### src/rtl/pipe_ifid_queue.sv
// IF/ID decoupling queue: a DEPTH-entry FIFO of {pc4, inst} pairs between fetch and decode.
// Optional PIPE_IFID_QUEUE_BYPASS_EN lets an entry reach decode in the same cycle while the queue is empty.
module pipe_ifid_queue #(
    parameter int DATA_W = 32,
    parameter int DEPTH  = 4
) (
    input  logic                       clk,
    input  logic                       reset,
    input  logic                       flush,
    input  logic                       in_valid,
    output logic                       in_ready,
    input  logic [DATA_W-1:0]          in_pc4,
    input  logic [DATA_W-1:0]          in_inst,
    output logic                       out_valid,
    input  logic                       out_ready,
    output logic [DATA_W-1:0]          out_pc4,
    output logic [DATA_W-1:0]          out_inst,
    output logic [$clog2(DEPTH+1)-1:0] count
);

    localparam int PTR_W = $clog2(DEPTH);
    localparam int CNT_W = $clog2(DEPTH + 1);
    localparam logic [CNT_W-1:0] FULL = CNT_W'(DEPTH);

    logic [DATA_W-1:0] pc4_mem_q  [DEPTH];
    logic [DATA_W-1:0] inst_mem_q [DEPTH];
    logic [PTR_W-1:0]  rd_ptr_q, rd_ptr_d;
    logic [PTR_W-1:0]  wr_ptr_q, wr_ptr_d;
    logic [CNT_W-1:0]  count_q, count_d;
    logic              empty, push, pop, wr_en, rd_en;

    // in_ready depends only on stored state, so a stalled decode never gates fetch combinationally.
    assign empty    = (count_q == '0);
    assign in_ready = (count_q != FULL);
    assign count    = count_q;
    assign push     = in_valid & in_ready;
    assign pop      = out_valid & out_ready;

    // An entry consumed straight through the bypass while empty must not also be stored.
    assign wr_en = push & ~flush & ~(empty & pop);
    assign rd_en = pop & ~flush & ~empty;

    // NOTE: every output gets a default first so no path through this block infers a latch.
    always_comb begin
        out_valid = 1'b0;
        out_pc4   = '0;
        out_inst  = '0;
`ifdef PIPE_IFID_QUEUE_BYPASS_EN
        if (!flush) begin
            if (!empty) begin
                out_valid = 1'b1;
                out_pc4   = pc4_mem_q[rd_ptr_q];
                out_inst  = inst_mem_q[rd_ptr_q];
            end else if (in_valid) begin
                out_valid = 1'b1;
                out_pc4   = in_pc4;
                out_inst  = in_inst;
            end
        end
`else
        if (!empty) begin
            out_valid = 1'b1;
            out_pc4   = pc4_mem_q[rd_ptr_q];
            out_inst  = inst_mem_q[rd_ptr_q];
        end
`endif
    end

    always_comb begin
        rd_ptr_d = rd_ptr_q;
        wr_ptr_d = wr_ptr_q;
        count_d  = count_q;
        if (flush) begin
            rd_ptr_d = wr_ptr_q;
            count_d  = '0;
        end else begin
            if (wr_en) wr_ptr_d = wr_ptr_q + PTR_W'(1);
            if (rd_en) rd_ptr_d = rd_ptr_q + PTR_W'(1);
            case ({wr_en, rd_en})
                2'b10:   count_d = count_q + CNT_W'(1);
                2'b01:   count_d = count_q - CNT_W'(1);
                default: count_d = count_q;
            endcase
        end
    end

    // NOTE: state registers use non-blocking assignments so every flop samples pre-edge values.
    always_ff @(posedge clk) begin
        if (reset) begin
            rd_ptr_q <= '0;
            wr_ptr_q <= '0;
            count_q  <= '0;
        end else begin
            rd_ptr_q <= rd_ptr_d;
            wr_ptr_q <= wr_ptr_d;
            count_q  <= count_d;
        end
    end

    // NOTE: storage is deliberately not reset; count gates visibility, so stale words never reach decode.
    always_ff @(posedge clk) begin
        if (wr_en) begin
            pc4_mem_q[wr_ptr_q]  <= in_pc4;
            inst_mem_q[wr_ptr_q] <= in_inst;
        end
    end

endmodule

### config.mk
export PLATFORM = sky130hd
export DESIGN_NAME = pipe_ifid_queue
export DESIGN_NICKNAME = d
export VERILOG_FILES = /design/src/rtl/pipe_ifid_queue.sv
export SDC_FILE = /design/constraint.sdc
export NUM_CORES = 1
export LEC_CHECK = 0
export CAP_MARGIN = 15
export CORE_MARGIN = 5
export CORE_UTILIZATION = 49
export DETAILED_ROUTE_END_ITERATION = 7
export GPL_ROUTABILITY_DRIVEN = 0
export HOLD_SLACK_MARGIN = 0.15
export PLACE_DENSITY = 0.82
export SETUP_SLACK_MARGIN = 0.5
export SLEW_MARGIN = 0
export SYNTH_ARGS = -nofsm -noshare
export SYNTH_HDL_FRONTEND = slang
export SYNTH_SLANG_ARGS = --single-unit
### constraint.sdc
create_clock -name clk -period 2.35 [get_ports clk]
set_input_delay 0.3525 -clock clk [delete_from_list [all_inputs] [get_ports clk]]
set_output_delay 0.3525 -clock clk [all_outputs]
set_load 0.05 [all_outputs]
Yosys cells after proc, flatten, opt, wreduce, memory -nomap -nowiden. Memories as Yosys holds them, arrays and structs flattened. A register that Yosys moved wholly into a read port is not among the register bits. Index checks and enable logic that the tools add are counted.

Shifts and indexed selects: 0. Div/mod/pow operators: 0. Magnitude comparators: 0. Bitwise gates (word level): 10. $add $sub $neg: 4. Equal/unequal tests: 3. Muxes and demuxes: 12. Reduce and logical (&&, ||, !) cells: 5. Multipliers: 0.

Operators with widths (number): $mux 32 (2); $mux 2 (6); $and 1x1->1 (7); $pmux 3 s2 (1); $add 2x1->2 const B (2); $reduce_bool 2->1 (2); $add 3x1->3 const B (1); $logic_not 3->1 (1); $mux 1 (3); $ne 3x3->1 const B (1); $not 1->1 (3); $sub 3x1->3 const B (1); $eq 2x1->1 const B (1); $eq 2x2->1 const B (1); $reduce_and 2->1 (1); $reduce_or 2->1 (1).

Output and inout bits: 69. Memories: 2. Bits in writable memories: 256. Input port bits: 69. Bits in registers: 7. Bits in latches: 0. ROM bits: 0.

Memory list: inst_mem_q (depth 4, bits a word 32, read ports 1, clocked after memory_dff 1, wr ports 1, RTL line 26) `logic [DATA_W-1:0] inst_mem_q [DEPTH];`; pc4_mem_q (depth 4, bits a word 32, read ports 1, clocked after memory_dff 1, wr ports 1, RTL line 25) `logic [DATA_W-1:0] pc4_mem_q [DEPTH];`.

Longest topological paths before layout.
Depth after elaboration: 9. Mapped depth: 10. Mapped depth without buffers: 9.

Least setup slack after synthesis. Ideal clock, no wire load.

Path type: reg-to-reg. Start: register count_q[2] (netlist: count[2]). End: register count_q[2] (netlist: count[2]). Stages on the path, launching flop included: 11. Setup slack: -0.821 ns. Period minus slack after synthesis: 3.171 ns. Data arrival time: 3.085 ns. Required time: 2.264 ns. Cells stage by stage: dfxtp_1 -> or3b_1 -> and3b_1 -> buf_6 -> inv_1 -> ha_1 -> inv_1 -> fa_1 -> xor2_1 -> or3_2 -> a211oi_1.

RTL lines: start, declared (RTL line 29) `logic [CNT_W-1:0] count_q, count_d;`; start signal, assigned (RTL line 96) `count_q <= count_d;`; $ne 3x3->1 * (RTL line 34) `assign in_ready = (count_q != FULL);`; via in_ready (RTL line 11) `output logic in_ready,`; $and 1x1->1 * (RTL line 36) `assign push = in_valid & in_ready;`; $and 1x1->1 * (2 in series) (RTL line 40) `assign wr_en = push & ~flush & ~(empty & pop);`; $eq 2x1->1 or $eq 2x2->1 (tied branches) (RTL line 79) `case ({wr_en, rd_en})`; $pmux 3 s2 or $reduce_bool 2->1 (tied branches).

Mark *: on every way through the listed nets, which the timed path passes. The rest lies on a longest branch. A chain may end at the register's enable or synchronous reset.

==> impl_metrics.tcl <==
set metrics [dict create \
    outcome "complete, but fails checks" \
    violations "negative setup slack" \
    row_count 52 \
    num_vias 5104 \
    ys_top_cells_by_area "edfxtp_1 76%, mux4_2 14%, and2_1 3.9%" \
    ys_warn_count 0 \
    netlist.top_cell.by_area "edfxtp_1" \
    layoutNonFillerInstCount 932 \
    maxCapViolations 0 \
    start_util_pct 50.0 \
    placedCellCount 865 \
    grt_remaining_overflow 0 \
    setup_viol_count_final 55 \
    synthFlopType "edfxtp_1" \
    vias_per_cell 5.48 \
    grt_use_total_pct 18.6 \
    antenna_found_initial 2 \
    fin_util_pct 67.7 \
    ys_async_sr_fraction_pct 0 \
    cts_tree "done" \
    reg2reg_to "count[2]" \
    core_area_um2 20300 \
    power_frac_clock_pct 40.5 \
    regToRegStartpoint "count[0]" \
    drt_iter0_drc 365 \
    syn-cell-area_um2 10200 \
    netlist.area_leader.share_pct 75.7 \
    fin_crit_ps 2480 \
    finClkSkew_ps 9.27 \
    cp-endpoint "out_inst[15]" \
    ys_seq_elements 265 \
    antenna_cells 0 \
    cp-end-kind "primary output" \
    grt_max_degree 44 \
    fin_crit_sh_pct 106 \
    max-vdd-ir-drop_v 0.000623 \
    power.density_nw_per_um2 776 \
    dieArea_um2 23700 \
    p_sw_mw 2.19 \
    sw_frac_of_total_pct 20.6 \
    clockRootBuffer "clkbuf_16" \
    clock_path_buffers 3 \
    max_slew_margin_pct 67.2 \
    cts_max_level 1 \
    dr.pass1.iters 4 \
    p_comb_share_pct 9.6 \
    synthCells 460 \
    hold_viol 0 \
    yosysUniqueCellTypes 31 \
    synthesis.nets 535 \
    grt_pass1_wl_mm 33.9 \
    synth_area_per_cell_um2 22.1 \
    drive_above_1_share_pct 44.9 \
    seqPwrFrac_pct 49.9 \
    rr_worst_depth 9 \
    finalSetupTns_ps -3860 \
    wirelength_mm 22.3 \
    p_int_mw 8.47 \
    rrSetupSlack_ps -30 \
    fmax_ghz 0.403 \
    cts_buffers 27 \
    slew_violations 0 \
    grt_pass1_vias 5812 \
    dp_hpwl_mm 12.2 \
    wire_per_inst_um 24.0 \
    power.total_mw 10.7 \
    die_y_um 154 \
    cts.sinks 265 \
    hold_path_class "input port to flop" \
    worstPathRequired_ps 2000 \
    dieWidth_um 154 \
    worst_ep_arrival_time_ps 2130 \
    port_buffers 137 \
    worst_slew_pin_slew_ps 485 \
    leakagePower_nw 4.64 \
    synth_edf_count 256 \
    synthToLayoutAreaGrowth_pct 35.3 \
    postRouteAntennaNets 0 \
    nNetsFinal 719 \
    ys_seq_area_share_pct 77.5 \
    ctsHoldBuffers 0 \
    drc_errors 0 \
    startpoint_type "flop" \
    io_pins 138 \
    crit_type "flop to primary output" \
    crit_path_max_fanout 12 \
    clkSlewWorstSetupHoldPaths_ps 60 \
    clk_latency_ps 520 \
    worst_slack_ps -132 \
    rsz0062_at_grt "yes" \
]
placed cells by master (no fill, tap or decap), types with 2 or more instances in the layout:
| cell type | netlist | routed |
|---|---|---|
| edfxtp_1 | 256 | 256 |
| clkdlybuf4s50_1 | 0 | 68 |
| mux4_2 | 64 | 64 |
| and2_4 | 0 | 56 |
| buf_8 | 0 | 42 |
| clkbuf_16 | 0 | 28 |
| buf_4 | 6 | 22 |
| buf_6 | 1 | 21 |
| buf_12 | 0 | 14 |
| and2_2 | 4 | 12 |
| buf_16 | 0 | 8 |
| clkbuf_1 | 9 | 7 |
| dfxtp_4 | 0 | 5 |
| bufinv_16 | 0 | 5 |
| inv_1 | 6 | 4 |
| ha_1 | 5 | 4 |
| dfxtp_1 | 9 | 4 |
| nor2_1 | 4 | 3 |
| clkinv_1 | 0 | 3 |
| clkinv_2 | 0 | 3 |
| or3_4 | 0 | 2 |
| xor2_1 | 2 | 2 |
| nor3_1 | 2 | 2 |
| xnor2_1 | 2 | 2 |
| a21oi_1 | 3 | 2 |
| o21a_1 | 2 | 2 |
| nand2b_1 | 2 | 2 |
layout make-up:
type	instances	area [um^2]
Clock buffer	34	702
Multi-Input combinational cell	165	2340
Sequential cell	265	7890
Timing Repair Buffer	179	2260
Inverter	6	25.0
Fill cell	1269	6560
Tap cell	270	338
Clock inverter	13	193
sequential cells by signal, summed over array words and instances (netlist names), named ones only:
name,flops
count,3
inst_mem_q,128
wr_ptr_q,2
pc4_mem_q,128
rd_ptr_q,2
per-layer routing:
layer | track usage [%] | share of wire (%) | up-vias
met2 | 35.2 | 54 | 192
met1 | 22.0 | 38 | 2643
met5 | 0 | 0.11 | -
met4 | 3.41 | 1.7 | 4
met3 | 4.19 | 5.8 | 34
li1 | - | - | 2231
logic make-up (layout without fill, tap and decap cells):
logic type      after synthesis  count (layout)  synth area share, %
mux                          66              66                 14.4
flops                       265             265                 77.5
xor+xnor                      4               4                0.345
buf+inv                      30             232                 1.43
compound gates                9               9                0.579
fa+ha+maj                     6               6                0.813
simple gates                 80              80                 4.92
cell usage after synthesis (3+ instances only):
master    count
edfxtp_1    256
and2_1       64
mux4_2       64
clkbuf_1      9
dfxtp_1       9
buf_1         6
buf_4         6
inv_1         6
ha_1          5
and2_2        4
nor2_1        4
a21oi_1       3
through the flow:
stage | area [um^2] | worst slack (ps) | hold slack, ps
after CTS | 13700 | -148 | 451
after detailed placement | 12000 | -181 | 518
final | 13700 | -132 | 469
after floorplan | 10300 | -194 | 451
after global placement | 12000 | -34.2 | 495
after global routing | 13700 | -206 | 455
power by group through the flow:
stage          logic (mW)  registers [mW]  clock network, mW
2_1_floorplan       0.488            5.41                  0
3_3_place_gp        0.798            5.41                  0
3_5_place_dp        0.819            5.42                  0
4_1_cts              1.02            5.31               4.39
5_1_grt              1.08            5.32               4.60
6_report             1.03            5.31               4.32
worst min-delay path by stage:
stage	end	start	depth (start not counted)
after floorplan	inst_mem_q[0][0]	in_inst[0]	0
final	pc4_mem_q[2][22]	in_pc4[22]	1
after global routing	inst_mem_q[0][8]	in_inst[8]	1
after global placement	wr_ptr_q[1]	wr_ptr_q[1]	2
after CTS	inst_mem_q[3][17]	in_inst[17]	1
after detailed placement	wr_ptr_q[1]	wr_ptr_q[1]	2
critical path, cell delays in order (launching register included):
cell and delay, ps:
dfxtp_4 400, buf_12 120, buf_12 160, mux4_2 520, and2_2 220, buf_4 190
timing repair:
action	4_1_cts	5_1_grt
pin swaps	0	24
setup endpoints to repair	71	147
cloned	8	2
setup buffers	9	1
gates resized for setup	178	14
(Power assumes the default switching activity.)
